--- src/rtl/rv_fetch_pkg.sv ---
// rv_fetch_pkg: shared types and constants for the instruction-fetch stage.
//   XLEN/ILEN   address and instruction widths
//   NOP_INSTR   word presented when no real instruction is available (addi x0,x0,0)
//   PC_STEP     sequential PC increment
//   fetch_entry_t  {pc, instr} pair buffered between memory and the IF/ID register
package rv_fetch_pkg;

    localparam int              XLEN      = 32;
    localparam int              ILEN      = 32;
    localparam logic [ILEN-1:0] NOP_INSTR = 32'h0000_0013;
    localparam logic [XLEN-1:0] PC_STEP   = 32'd4;

    typedef struct packed {
        logic [XLEN-1:0] pc;
        logic [ILEN-1:0] instr;
    } fetch_entry_t;

    // Instruction fetches are always word aligned; low two address bits are discarded.
    function automatic logic [XLEN-1:0] align_word(input logic [XLEN-1:0] addr);
        return addr & ~XLEN'(3);
    endfunction

endpackage

--- src/rtl/fetch_fifo.sv ---
// fetch_fifo: DEPTH-entry synchronous FIFO of fetch_entry_t (DEPTH a power of 2).
// Ports:
//   clk, reset       clock, synchronous active-high reset
//   flush            empties the FIFO; wins over a simultaneous push or pop
//   push, push_data  write one entry (accepted when not full, or when full with a pop)
//   pop              retire the head entry (ignored when empty)
//   head             oldest entry, meaningful only when !empty
//   count/empty/full occupancy status
module fetch_fifo
    import rv_fetch_pkg::*;
#(
    parameter  int DEPTH = 2,
    localparam int AW    = $clog2(DEPTH),
    localparam int CW    = $clog2(DEPTH + 1)
) (
    input  logic          clk,
    input  logic          reset,
    input  logic          flush,
    input  logic          push,
    input  fetch_entry_t  push_data,
    input  logic          pop,
    output fetch_entry_t  head,
    output logic [CW-1:0] count,
    output logic          empty,
    output logic          full
);

    fetch_entry_t  mem_q [DEPTH];
    logic [AW-1:0] wr_ptr_q, wr_ptr_d;
    logic [AW-1:0] rd_ptr_q, rd_ptr_d;
    logic [CW-1:0] count_q, count_d;
    logic          do_push, do_pop;

    assign empty = (count_q == '0);
    assign full  = (count_q == CW'(DEPTH));
    assign count = count_q;
    assign head  = mem_q[rd_ptr_q];

    always_comb begin
        // NOTE: every signal written here gets a default first, so no path can infer a latch.
        do_pop   = pop && !empty;
        do_push  = push && (!full || do_pop);
        wr_ptr_d = wr_ptr_q;
        rd_ptr_d = rd_ptr_q;
        count_d  = count_q;
        if (flush) begin
            wr_ptr_d = '0;
            rd_ptr_d = '0;
            count_d  = '0;
        end else begin
            if (do_push) wr_ptr_d = wr_ptr_q + AW'(1);
            if (do_pop)  rd_ptr_d = rd_ptr_q + AW'(1);
            case ({do_push, do_pop})
                2'b10:   count_d = count_q + CW'(1);
                2'b01:   count_d = count_q - CW'(1);
                default: count_d = count_q;
            endcase
        end
    end

    // NOTE: state flops use non-blocking assignments so every flop samples pre-edge values.
    always_ff @(posedge clk) begin
        if (reset) begin
            wr_ptr_q <= '0;
            rd_ptr_q <= '0;
            count_q  <= '0;
        end else begin
            wr_ptr_q <= wr_ptr_d;
            rd_ptr_q <= rd_ptr_d;
            count_q  <= count_d;
        end
    end

    // NOTE: the storage array is deliberately not reset; an entry is only read after count marks it valid.
    always_ff @(posedge clk) begin
        if (do_push && !flush) mem_q[wr_ptr_q] <= push_data;
    end

endmodule

--- src/rtl/if_fetch_unit.sv ---
// if_fetch_unit: instruction-fetch stage feeding the IF/ID pipeline register.
// Owns the fetch PC, issues in-order requests over req/gnt/rvalid, buffers returned
// words with their PCs and presents {PC_IF, INSTR_IF}. Redirects flush stale fetches.
// Ports:
//   clk, reset                 clock, synchronous active-high reset
//   pc_write                   1 = IF/ID takes the presented word, 0 = stall
//   pc_src, pc_target          redirect strobe and target (bits [1:0] ignored)
//   imem_req/addr/gnt          request channel (addr word aligned)
//   imem_rvalid/rdata          in-order response channel
//   PC_IF, INSTR_IF, instr_valid  presented instruction (NOP when not valid)
// Optional: define IF_PERF_CNT_EN to add perf_fetch_cnt (words presented and popped)
// and perf_stall_cnt (cycles with instr_valid=0 or pc_write=0).
module if_fetch_unit
    import rv_fetch_pkg::*;
#(
    parameter logic [XLEN-1:0] RESET_PC = 32'h0000_0000,
    parameter int              DEPTH    = 2
) (
    input  logic            clk,
    input  logic            reset,
    input  logic            pc_write,
    input  logic            pc_src,
    input  logic [XLEN-1:0] pc_target,
    output logic            imem_req,
    output logic [XLEN-1:0] imem_addr,
    input  logic            imem_gnt,
    input  logic            imem_rvalid,
    input  logic [ILEN-1:0] imem_rdata,
    output logic [XLEN-1:0] PC_IF,
    output logic [ILEN-1:0] INSTR_IF,
    output logic            instr_valid
`ifdef IF_PERF_CNT_EN
    ,
    output logic [31:0]     perf_fetch_cnt,
    output logic [31:0]     perf_stall_cnt
`endif
);

    localparam int CW = $clog2(DEPTH + 1);

    logic [XLEN-1:0] fetch_pc_q, fetch_pc_d;
    logic [XLEN-1:0] resp_pc_q, resp_pc_d;
    logic [XLEN-1:0] last_pc_q, last_pc_d;
    logic [CW-1:0]   outstanding_q, outstanding_d;
    logic [CW-1:0]   discard_q, discard_d;
    logic [CW:0]     occupancy;
    logic            issue, drop;
    logic            fifo_push, fifo_pop, fifo_empty, fifo_full;
    logic [CW-1:0]   fifo_count;
    fetch_entry_t    fifo_head, fifo_wdata;

    fetch_fifo #(.DEPTH(DEPTH)) u_fifo (
        .clk       (clk),
        .reset     (reset),
        .flush     (pc_src),
        .push      (fifo_push),
        .push_data (fifo_wdata),
        .pop       (fifo_pop),
        .head      (fifo_head),
        .count     (fifo_count),
        .empty     (fifo_empty),
        .full      (fifo_full)
    );

    always_comb begin
        instr_valid = !fifo_empty;
        PC_IF       = instr_valid ? fifo_head.pc    : last_pc_q;
        INSTR_IF    = instr_valid ? fifo_head.instr : NOP_INSTR;
        fifo_pop    = pc_write && instr_valid;

        // Credits cover both in-flight requests and buffered words; a pop this cycle
        // already frees its slot, which lets a 1-cycle memory stream without bubbles.
        occupancy = {1'b0, outstanding_q} + {1'b0, fifo_count} - {{CW{1'b0}}, fifo_pop};
        imem_req  = !reset && !pc_src && (occupancy < (CW+1)'(DEPTH));
        imem_addr = fetch_pc_q;
        issue     = imem_req && imem_gnt;

        drop       = imem_rvalid && (discard_q != '0);
        fifo_push  = imem_rvalid && !drop;
        fifo_wdata = '{pc: resp_pc_q, instr: imem_rdata};

        fetch_pc_d    = issue     ? fetch_pc_q + PC_STEP : fetch_pc_q;
        resp_pc_d     = fifo_push ? resp_pc_q + PC_STEP  : resp_pc_q;
        last_pc_d     = PC_IF;
        discard_d     = drop ? discard_q - CW'(1) : discard_q;
        outstanding_d = outstanding_q;
        if (issue)       outstanding_d = outstanding_d + CW'(1);
        if (imem_rvalid) outstanding_d = outstanding_d - CW'(1);

        if (pc_src) begin
            fetch_pc_d = align_word(pc_target);
            resp_pc_d  = align_word(pc_target);
            // Everything still in flight after this cycle belongs to the old path.
            discard_d  = outstanding_d;
        end
    end

    always_ff @(posedge clk) begin
        if (reset) begin
            fetch_pc_q    <= RESET_PC;
            resp_pc_q     <= RESET_PC;
            last_pc_q     <= '0;
            outstanding_q <= '0;
            discard_q     <= '0;
        end else begin
            fetch_pc_q    <= fetch_pc_d;
            resp_pc_q     <= resp_pc_d;
            last_pc_q     <= last_pc_d;
            outstanding_q <= outstanding_d;
            discard_q     <= discard_d;
        end
    end

`ifdef IF_PERF_CNT_EN
    logic [31:0] perf_fetch_cnt_q, perf_fetch_cnt_d;
    logic [31:0] perf_stall_cnt_q, perf_stall_cnt_d;

    always_comb begin
        perf_fetch_cnt_d = perf_fetch_cnt_q + {31'b0, fifo_pop};
        perf_stall_cnt_d = perf_stall_cnt_q + {31'b0, (!instr_valid || !pc_write)};
    end

    always_ff @(posedge clk) begin
        if (reset) begin
            perf_fetch_cnt_q <= '0;
            perf_stall_cnt_q <= '0;
        end else begin
            perf_fetch_cnt_q <= perf_fetch_cnt_d;
            perf_stall_cnt_q <= perf_stall_cnt_d;
        end
    end

    assign perf_fetch_cnt = perf_fetch_cnt_q;
    assign perf_stall_cnt = perf_stall_cnt_q;
`endif

`ifndef SYNTHESIS
    // Memory must never answer a request that was not issued.
    a_no_orphan_rvalid: assert property (@(posedge clk) disable iff (reset)
        !(imem_rvalid && (outstanding_q == '0)));
    // Credit accounting guarantees a returning word always has a buffer slot.
    a_no_overflow: assert property (@(posedge clk) disable iff (reset)
        !(fifo_push && fifo_full && !fifo_pop));
`endif

endmodule

--- config.mk ---
export PLATFORM = sky130hd
export DESIGN_NAME = if_fetch_unit
export DESIGN_NICKNAME = d
export VERILOG_FILES = /design/src/rtl/rv_fetch_pkg.sv /design/src/rtl/fetch_fifo.sv /design/src/rtl/if_fetch_unit.sv
export SDC_FILE = /design/constraint.sdc
export NUM_CORES = 1
export LEC_CHECK = 0
export CAP_MARGIN = 40
export CORE_MARGIN = 8
export CORE_UTILIZATION = 30
export CTS_CLUSTER_SIZE = 12
export DETAILED_ROUTE_END_ITERATION = 8
export DONT_BUFFER_PORTS = 1
export GPL_TIMING_DRIVEN = 0
export PLACE_DENSITY = 0.43
export SLEW_MARGIN = 20
export SYNTH_ARGS = -nofsm -noshare
export SYNTH_HDL_FRONTEND = slang
export SYNTH_SLANG_ARGS = --single-unit
--- constraint.sdc ---
create_clock -name clk -period 10.3 [get_ports clk]
set_input_delay 2.06 -clock clk [delete_from_list [all_inputs] [get_ports clk]]
set_output_delay 2.06 -clock clk [all_outputs]
set_load 0.01 [all_outputs]
==> Yosys cells after proc, flatten, opt, wreduce, memory -nomap -nowiden <==
Memory sizes are Yosys's and may differ from the RTL's. A register that Yosys moved wholly into a read port is not among the register bits.
Index checks and enable logic that the tools add are counted.
{ "classes": {"add_sub_neg": 11, "n_lt_le_gt_ge": 1, "n_eq_ne": 3, "muxes": 15, "reduce_logical": 22} }
{ "ops": {"columns": ["operator", "count"], "rows": [
  ["$mux W32", 6],
  ["$add A32 B3 Y32 const B", 2],
  ["$reduce_bool A2 Y1", 5],
  ["$logic_and A1 B1 Y1", 9],
  ["$mux W2", 4],
  ["$sub A2 B1 Y2 const B", 3],
  ["$logic_not A1 Y1", 5],
  ["$add A2 B1 Y2 const B", 2],
  ["$eq A2 B2 Y1 const B", 2],
  ["$mux W1", 4],
  ["$pmux W2 S2", 1],
  ["$add A2 B2 Y3", 1],
  ["$lt A3 B2 Y1 const B", 1],
  ["$sub A3 B1 Y3", 1],
  ["$add A1 B1 Y1 const B", 2],
  ["$eq A2 B1 Y1 const B", 1],
  ["$logic_not A2 Y1", 1],
  ["$reduce_or A2 Y1", 1],
  ["$logic_or A1 B1 Y1", 1]
]} }
{ "totals": {"regBits": 104, "ram_bits": 128, "in_bits": 70, "elab_cells": 63, "memories": 1} }
{ "mem_list": {"columns": ["name", "words", "word_bits", "read_ports", "rd_clocked_by_memory_dff", "write_ports", "line", "rtl"], "rows": [
  ["u_fifo.mem_q", 2, 64, 1, 1, 1, "fetch_fifo.sv:28", "fetch_entry_t mem_q [DEPTH];"]
]} }

==> Logic depth before layout (Yosys ltp) <==
Gate-level depths: netlist of the first run.
{ "logic_depth": {"ltp_word": 11, "depth_mapped": 13} }

==> Hierarchy <==
Synthesis of the first run repeated with hierarchy kept, for this count alone.
{ "hier_totals": {"cells_unflattened": 834, "hier_area_um2": 10186.0} }
{ "modules_own_cells": {"columns": ["module", "n_inst", "cells_per_inst", "area_per_inst_um2"], "rows": [
  ["if_fetch_unit", 1, 606, 5310.1],
  ["fetch_fifo", 1, 228, 4875.9]
]} }

==> Worst setup path after synthesis of the first run <==
OpenSTA, ideal clock, no wires.
{ "synth_timing": {"path_kind": "input to register", "startpoint": "input port pc_src", "endpoint": "memory u_fifo.mem_q[1][0] (netlist bit) (enable)", "setup_ps": 571, "arrival_time_ps": 7233, "required_time_ps": 9729, "path_slack_ps": 2496, "path_stages": 4, "cell_sequence": "clkbuf_1 > clkbuf_1 > clkbuf_1 > nor3b_1"} }
{ "synth_between": {"elab_chain_cells": 4} }
{ "synth_lines": {"columns": ["element", "line", "rtl"], "rows": [
  ["start: declaration", "if_fetch_unit.sv:22", "input logic pc_src,"],
  ["$logic_not A1 Y1", "fetch_fifo.sv:76", "if (do_push && !flush) mem_q[wr_ptr_q] <= push_data;"],
  ["$logic_and A1 B1 Y1", "fetch_fifo.sv:76", null],
  ["$mux W1", "fetch_fifo.sv:76", null],
  ["$mux W1 (not written as such)", "fetch_fifo.sv:76", null],
  ["end: declaration", "fetch_fifo.sv:28", null]
]} }
No other way between the ends.

==> Worst setup path after layout of the first run <==
{ "layout_timing": {"startpoint": "input port pc_write", "endpoint": "output port imem_req"} }
{ "layout_between": {"elab_chain_cells": 4} }
{ "layout_lines": {"columns": ["element", "line", "rtl"], "rows": [
  ["start: declaration", "if_fetch_unit.sv:21", "input logic pc_write,"],
  ["$logic_and A1 B1 Y1", "if_fetch_unit.sv:69", "fifo_pop = pc_write && instr_valid;"],
  ["$sub A3 B1 Y3", "if_fetch_unit.sv:73", "occupancy = {1'b0, outstanding_q} + {1'b0, fifo_count} - {{CW{1'b0}}, fifo_pop};"],
  ["$lt A3 B2 Y1", "if_fetch_unit.sv:74", "imem_req = !reset && !pc_src && (occupancy < (CW+1)'(DEPTH));"],
  ["$logic_and A1 B1 Y1", "if_fetch_unit.sv:74", null],
  ["end: declaration", "if_fetch_unit.sv:24", "output logic imem_req,"]
]} }
No other way between the ends.

==> results of run 1 <==
## power by group
part	leakage, uW	internal, uW	switching (uW)
clock network	0.000390	511	353
registers	0.00197	994	39.0
logic	0.00124	62.0	122
## sequential cells by signal, summed over array words and instances, names as in the netlist, named ones only
name             flops
last_pc_q           32
imem_addr           30
u_fifo.count         2
u_fifo.wr_ptr_q      1
resp_pc_q           30
discard_q            2
u_fifo.mem_q       124
outstanding_q        2
u_fifo.rd_ptr_q      1
## critical path, stage by stage
cell,delay [ps]
sky130_fd_sc_hd__nor2b_1,300
sky130_fd_sc_hd__ha_1,290
sky130_fd_sc_hd__nand2b_1,160
sky130_fd_sc_hd__fa_1,370
sky130_fd_sc_hd__xor2_1,540
sky130_fd_sc_hd__and3_1,320
## cells in the mapped netlist (7+ instances only)
cell / count / area [um2]
sky130_fd_sc_hd__nor2_1: 57 / 214
sky130_fd_sc_hd__buf_1: 8 / 30.0
sky130_fd_sc_hd__xor2_1: 22 / 193
sky130_fd_sc_hd__nand2_1: 62 / 233
sky130_fd_sc_hd__nand4_1: 17 / 106
sky130_fd_sc_hd__xnor2_1: 35 / 307
sky130_fd_sc_hd__dfxtp_1: 101 / 2020
sky130_fd_sc_hd__clkbuf_1: 33 / 124
sky130_fd_sc_hd__a211oi_1: 9 / 67.6
sky130_fd_sc_hd__and3_1: 9 / 56.3
sky130_fd_sc_hd__nor4_1: 11 / 68.8
sky130_fd_sc_hd__nand3_1: 20 / 100
sky130_fd_sc_hd__inv_1: 35 / 131
sky130_fd_sc_hd__nor2b_1: 36 / 225
sky130_fd_sc_hd__a21oi_1: 28 / 140
sky130_fd_sc_hd__o21ai_0: 33 / 165
sky130_fd_sc_hd__mux2i_1: 65 / 651
sky130_fd_sc_hd__nor3_1: 9 / 45.0
sky130_fd_sc_hd__a21boi_0: 28 / 210
sky130_fd_sc_hd__and4_1: 7 / 61.3
sky130_fd_sc_hd__edfxtp_1: 124 / 3720
## through the flow
step	setup TNS, ps	setup slack, ps	utilization, %	hold slack (ps)	power [uW]
finish	0	4190	35.0	470	2080
global route	0	3970	35.0	509	2180
CTS	0	4200	35.0	472	2120
detailed placement	0	4200	32.4	453	1240
global placement	-114290	-1210	31.8	436	1240
floorplan	0	2500	-	426	1170
## logic make-up after synthesis
family | count (synthesis) | synth area share (%)
adders and majority gates | 7 | 1.00
buffers and inverters | 83 | 3.50
AOI/OAI and AO/OA | 130 | 8.70
other | 1 | 0.0396
muxes | 65 | 6.87
xor gates and xnor gates | 57 | 5.27
DFF | 225 | 60.7
and+or+nand+nor | 251 | 13.9
## final cells by class
class,count,area (um2),area share [%]
Tap cell,402,503,4.59
Inverter,35,131,1.20
Multi-Input combinational cell,512,3400,31.1
Timing Repair Buffer,19,169,1.54
Clock buffer,37,723,6.60
Buffer,48,200,1.83
Clock inverter,11,76.3,0.697
Sequential cell,225,5750,52.5
## path summary, 6_finish.rpt
path	start	endpoint	slack, ps
max	pc_write	imem_req	4190
min reg2reg	resp_pc_q[22]	u_fifo.mem_q[0][54]	470
max reg2reg	u_fifo.count[0]	outstanding_q[1]	6140
min	resp_pc_q[22]	u_fifo.mem_q[0][54]	470
## placed cells by master (no fill, tap or decap), types with 3 or more instances in the layout
master                      instances
sky130_fd_sc_hd__edfxtp_1         124
sky130_fd_sc_hd__dfxtp_1          101
sky130_fd_sc_hd__mux2i_1           65
sky130_fd_sc_hd__nand2_1           62
sky130_fd_sc_hd__nor2_1            57
sky130_fd_sc_hd__clkbuf_1          42
sky130_fd_sc_hd__nor2b_1           36
sky130_fd_sc_hd__inv_1             35
sky130_fd_sc_hd__xnor2_1           35
sky130_fd_sc_hd__o21ai_0           33
sky130_fd_sc_hd__a21oi_1           28
sky130_fd_sc_hd__a21boi_0          28
sky130_fd_sc_hd__clkbuf_16         27
sky130_fd_sc_hd__xor2_1            22
sky130_fd_sc_hd__nand3_1           20
sky130_fd_sc_hd__nand4_1           17
sky130_fd_sc_hd__buf_4             14
sky130_fd_sc_hd__nor4_1            11
sky130_fd_sc_hd__and3_1             9
sky130_fd_sc_hd__a211oi_1           9
sky130_fd_sc_hd__buf_1              8
sky130_fd_sc_hd__nor3_1             8
sky130_fd_sc_hd__buf_6              8
sky130_fd_sc_hd__and4_1             7
sky130_fd_sc_hd__a21boi_1           6
sky130_fd_sc_hd__ha_1               6
sky130_fd_sc_hd__clkinv_1           6
sky130_fd_sc_hd__or3_1              5
sky130_fd_sc_hd__a31oi_1            5
sky130_fd_sc_hd__nor4_2             5
sky130_fd_sc_hd__and2_1             4
sky130_fd_sc_hd__buf_2              4
sky130_fd_sc_hd__o21bai_1           4
sky130_fd_sc_hd__o22ai_1            4
sky130_fd_sc_hd__clkinv_2           3
## metal layers
layer | share of wire [%] | GRT usage (%) | vias to the layer above | wire length [um]
li1 | - | - | 3015 | -
met1 | 45 | 17.8 | 2919 | 11600
met2 | 44 | 21.1 | 196 | 11600
met3 | 9.5 | 5.09 | 32 | 2480
met4 | 1.8 | 3.28 | 0 | 478
met5 | 0 | 0 | - | 0
==> results_tabular.tex, run 1 <==
\begin{tabular}{lr}
\hline
Metric & Value \\
\hline
\multicolumn{2}{l}{\textbf{Critical path}} \\
Data arrival time at the worst-slack endpoint & 4050 ps \\
CP Capture Type & primary output \\
Crit-path max FO & 8 \\
Required time of the worst setup path & just over 8000 ps \\
Reg2Reg Depth & 13 \\
Critical Setup Path Class & input port to primary output \\
Startpoint Class & input port \\
\multicolumn{2}{l}{\textbf{Die}} \\
Row count & 65 \\
Core region area & 31,300 um2 \\
Initial Util & 30.2\% \\
Horiz. Die Dim & 194 um \\
Die area & between 30,000 and 40,000 um2 \\
Number of placed I/O pins & 168 \\
Die height & 194 um \\
\multicolumn{2}{l}{\textbf{Routing}} \\
Total detailed-routing wirelength & 26.2 mm \\
Violation count after the first detailed-route iteration & 314 \\
DRC violation count after routing & 0 \\
Antenna-violating nets left & 0 \\
Drt via density & $\sim$4.8 \\
Routed length per placed instance & 20.3 um \\
Vias after detailed routing & approximately 6,000 \\
TritonRoute pass-1 iters & 4 \\
\multicolumn{2}{l}{\textbf{Logic synthesis}} \\
Netlist area before placement & between 9000 and 10,000 um2 \\
Unique masters post-synth & 53 \\
Most used flip-flop cell after synthesis & sky130\_fd\_sc\_hd\_\_edfxtp\_1 \\
Flops \& latches, synth & 225 \\
Sequential cell area fraction in the yosys report & between 60\% and 70\% \\
Number of instances in the synthesized netlist & 819 \\
Synthesized area divided by synthesized cell count & about 12 um2 \\
Total number of yosys warnings & 0 \\
Post-synth EDFFs & 124 \\
Ys async rst share & 0\% \\
\multicolumn{2}{l}{\textbf{STA}} \\
Max-Slew Margin vs Limit & 41.8\% \\
Setup Viol. Count Final & 0 \\
Least-Margin Pin Slew & 864 ps \\
Hold violation count in the final report & 0 \\
Setup repair after global routing missed its margin & no \\
Share of the clock period used by the worst path & between 50 and 60\% \\
Pins over their slew limit & 0 \\
Post-route minimum period & about 6100 ps \\
Fmax & 164 MHz \\
Fin Clk Skew & 12.4 ps \\
\multicolumn{2}{l}{\textbf{Finish}} \\
Share of cells above drive strength 1 & around 7.9\% \\
Final cell area excluding filler cells & between 10,000 and 15,000 um2 \\
Layout filler cell count & approximately 3,100 \\
Signed area change from the synthesized netlist to the final layout & 15.7\% \\
Final antenna diode count & 0 \\
Post-route insts no fill & 1,289 \\
Nets & 944 \\
\multicolumn{2}{l}{\textbf{CTS}} \\
CTS max path bufs & 3 \\
Clk Latency, worst-skew pair & 530 ps \\
CTS tree & done \\
Number of clock sinks & 225 \\
Number of buffers created by CTS & 26 \\
Setup Buffers After CTS & 0 \\
Clock-pin slew of the registers on the worst-case setup and hold paths & 60 ps \\
Post-CTS sizing & 0 \\
Clock root buffer & sky130\_fd\_sc\_hd\_\_clkbuf\_16 \\
Clock H-tree levels & 1 \\
CTS hold repair buffers & 0 \\
\multicolumn{2}{l}{\textbf{Global route}} \\
Number of antenna violations at the first check in global routing & 0 \\
Maximum number of pins on one net before global-route repair & 13 \\
GR Overflow Total & 0 \\
Overall fraction of global-route tracks in use & 13.6\% \\
Number of global-route vias before repair & 6,256 \\
Global-route wire length before repair & 39.9 mm \\
\multicolumn{2}{l}{\textbf{Pwr}} \\
Total power density per cell area & 190 nW/um2 \\
LEAKAGE & 0.00360 uW \\
Worst VDD drop & 0.000103 V \\
\multicolumn{2}{l}{\textbf{Placement}} \\
Number of port buffers & 0 \\
Instance count after placement with tap cells included & 1,241 \\
Placed inst area & 10,100 um2 \\
DP HPWL & 19.7 mm \\
Final GP Congestion & about 0.84 \\
\multicolumn{2}{l}{\textbf{Outcome}} \\
Outcome & complete, no violations \\
\multicolumn{2}{l}{\textbf{Job}} \\
Count of maximum capacitance violations & 0 \\
\multicolumn{2}{l}{\textbf{Min path}} \\
Worst hold path class & register to register \\
Hold Crit Depth & 0 \\
\hline
\end{tabular}
Power figures use the tool's default switching activity.
==> inputs of run 2 (changes only) <==
==> constraint.sdc (replaced) <==
create_clock -name clk -period 6.3 [get_ports clk]
set_input_delay 1.26 -clock clk [delete_from_list [all_inputs] [get_ports clk]]
set_output_delay 1.26 -clock clk [all_outputs]
set_load 0.01 [all_outputs]
==> run 2 against run 1 <==
Effect of this change:
- wire length rose by 0.11%
- clock power rose by 74%
- hold slack got worse by 11 ps
- final cell count fell by 0.23%
- die area did not move
- non-clock buffer count fell by 5
- final area rose by 0.91%
- critical path depth rose by 2
- worst setup slack got worse by 2600 ps
- critical path type is now register to primary output
- largest cell class unchanged
- largest power group unchanged
- highest routed layer unchanged
==> results_tabular.tex, run 2 (synthesized netlist as in run 1, its figures left out) <==
\begin{tabular}{lr}
\hline
Metric & Value \\
\hline
\multicolumn{2}{l}{\textbf{Finish}} \\
Most frequent standard cell in the layout excluding fill and tap cells & sky130\_fd\_sc\_hd\_\_edfxtp\_1 \\
Most used cells in the layout excluding fill and tap cells & sky130\_fd\_sc\_hd\_\_edfxtp\_1 (124), sky130\_fd\_sc\_hd\_\_dfxtp\_1 (101), sky130\_fd\_sc\_hd\_\_mux2i\_1 (65), sky130\_fd\_sc\_hd\_\_nand2\_1 (62), sky130\_fd\_sc\_hd\_\_nor2\_1 (57) \\
Top reg by flops & u\_fifo.mem\_q \\
Largest register FFs & $\sim$120 \\
Share of cells above drive strength 1 & roughly 8.4\% \\
Signed area change from the synthesized netlist to the final layout & 16.7\% \\
Final cell area excluding filler cells & 11,000 um2 \\
Final antenna diode count & 0 \\
Largest registers & u\_fifo.mem\_q x124, last\_pc\_q x32 \\
Final Core Density & 35.3\% \\
Layout filler cell count & 3,125 \\
Nets & 940 \\
\multicolumn{2}{l}{\textbf{STA}} \\
Setup TNS & 0 ps \\
Fmax & roughly 210 MHz \\
Share of the clock period used by the worst path & around 75\% \\
Least-Margin Pin Slew & 826 ps \\
Setup Viol. Count Final & 0 \\
Setup repair after global routing missed its margin & no \\
Worst hold margin & 459 ps \\
Crit path setup slack, layout & 1580 ps \\
Max-Slew Margin vs Limit & between 40 and 50\% \\
Pins over their slew limit & 0 \\
Hold violation count in the final report & 0 \\
Fin Clk Skew & 13.1 ps \\
Post-route minimum period & 4720 ps \\
\multicolumn{2}{l}{\textbf{Critical path}} \\
Required time of the worst setup path & 5040 ps \\
Critical path depth & 8 \\
Sequence of cells on the critical path & nor2\_1, clkbuf\_1, nor2b\_1, ha\_1, nand2b\_1, fa\_1, xor2\_1, and3\_1 \\
FF-to-FF setup slack & 2220 ps \\
Maximum single-stage delay on the critical path & 470 ps \\
Cell with the largest stage delay on the worst path & sky130\_fd\_sc\_hd\_\_xor2\_1 \\
Endpoint of the worst register-to-register path & outstanding\_q[1] \\
Startpoint Class & register \\
Worst path buffer plus inverter count & 1 \\
Kind of cell adding the most delay to the critical path & simple AND/OR/NAND/NOR gates \\
Critical Setup Path Class & register to primary output \\
Reg2Reg Depth & 13 \\
Crit-path max FO & 10 \\
Launch instance of the worst register-to-register path & u\_fifo.count[0] \\
Data arrival time at the worst-slack endpoint & 3460 ps \\
CP Capture Type & primary output \\
\multicolumn{2}{l}{\textbf{Global route}} \\
Overall fraction of global-route tracks in use & 13.7\% \\
Number of global-route vias before repair & 6,286 \\
Maximum number of pins on one net before global-route repair & 15 \\
Number of antenna violations at the first check in global routing & 0 \\
GR Overflow Total & 0 \\
Global-route wire length before repair & 40.0 mm \\
\multicolumn{2}{l}{\textbf{Die}} \\
Core region area & 31,300 um2 \\
Number of placed I/O pins & 168 \\
Horiz. Die Dim & around 190 um \\
Initial Util & 30.2\% \\
Row count & 65 \\
Die area & 37,500 um2 \\
Die height & slightly below 200 um \\
\multicolumn{2}{l}{\textbf{CTS}} \\
CTS hold repair buffers & 0 \\
CTS max path bufs & 3 \\
Post-CTS sizing & 0 \\
Clk Latency, worst-skew pair & 530 ps \\
Clock root buffer & sky130\_fd\_sc\_hd\_\_clkbuf\_16 \\
Clock H-tree levels & 1 \\
Setup Buffers After CTS & 0 \\
Clock-pin slew of the registers on the worst-case setup and hold paths & $\sim$60 ps \\
Number of clock sinks & 225 \\
CTS tree & done \\
Number of buffers created by CTS & 27 \\
\multicolumn{2}{l}{\textbf{Routing}} \\
Met3 routed wirelength & between 2 and 3 mm \\
TritonRoute pass-1 iters & 5 \\
Routed length per placed instance & 20.4 um \\
Antenna-violating nets left & 0 \\
Detailed-routed wire length on met2 & 11.6 mm \\
Vias after detailed routing & 6,051 \\
DRC violation count after routing & 0 \\
Uppermost layer routed & met4 \\
Drt via density & 4.71 \\
Violation count after the first detailed-route iteration & 307 \\
Met1 Wirelength & 11.6 mm \\
Total detailed-routing wirelength & 26.2 mm \\
\multicolumn{2}{l}{\textbf{Placement}} \\
Placed inst area & 10,200 um2 \\
Number of port buffers & 0 \\
DP HPWL & 19.6 mm \\
Worst setup slack after placement & 1810 ps \\
Final GP Congestion & 0.822 \\
\multicolumn{2}{l}{\textbf{Min path}} \\
Worst hold endpoint & u\_fifo.mem\_q[0][54] \\
Hold path start & resp\_pc\_q[22] \\
Hold Crit Depth & 0 \\
Worst hold path class & register to register \\
\multicolumn{2}{l}{\textbf{Outcome}} \\
Outcome & complete, no violations \\
\multicolumn{2}{l}{\textbf{Pwr}} \\
Worst VDD drop & 0.000166 V \\
Total power density per cell area & 316 nW/um2 \\
LEAKAGE & 0.00364 uW \\
\multicolumn{2}{l}{\textbf{Job}} \\
Count of maximum capacitance violations & 0 \\
\hline
\end{tabular}
run 2: area by class of cell:
cell class              count  area [um2]  share of cell area (%)
multi-input cells         512        3410                    30.9
well taps                 402         503                    4.55
clock buffers              34         753                    6.82
plain buffers              48         200                    1.81
repair buffers             14         194                    1.76
inverters                  35         131                    1.19
flip-flops and latches    225        5750                    52.0
clock inverters            16         109                   0.985
run 2: per-layer routing:
metal	up-vias	global-route usage, %
li1	3006	-
met2	189	21.7
met5	-	0
met3	33	5.52
met1	2823	17.1
met4	0	3.31
run 2: report_power, final:
group          switching [uW]  internal (uW)  total (uW)
logic                     198            103         301
clock network             613            886        1500
registers                63.5           1630        1690
total                     874           2610        3490
run 2: how the worst max path moves through the flow:
stage	from	end	slack, ps
global placement	pc_src	u_fifo.mem_q[1][25]	-790
floorplan	pc_src	u_fifo.mem_q[1][0]	1490
finish	u_fifo.count[0]	imem_req	1580
global route	u_fifo.count[0]	imem_req	1290
CTS	u_fifo.count[0]	imem_req	1510
detailed placement	pc_write	imem_req	1810
run 2: worst reg2reg max path, delay by kind of cell, from the launching register on:
family	cells	cell delay, ps
XOR/XNOR	1	130
adder cells (fa/ha/maj)	2	840
buffers and inverters	3	1250
flip-flops	1	380
multiplexers	1	290
AND/OR/NAND/NOR	6	1060
run 2: metrics by stage:
step / std cells / total power, uW
floorplan: 820 / 1910
global placement: 1222 / 2020
detailed placement: 1234 / 2030
CTS: 1284 / 3550
global route: 1286 / 3640
finish: 1286 / 3490
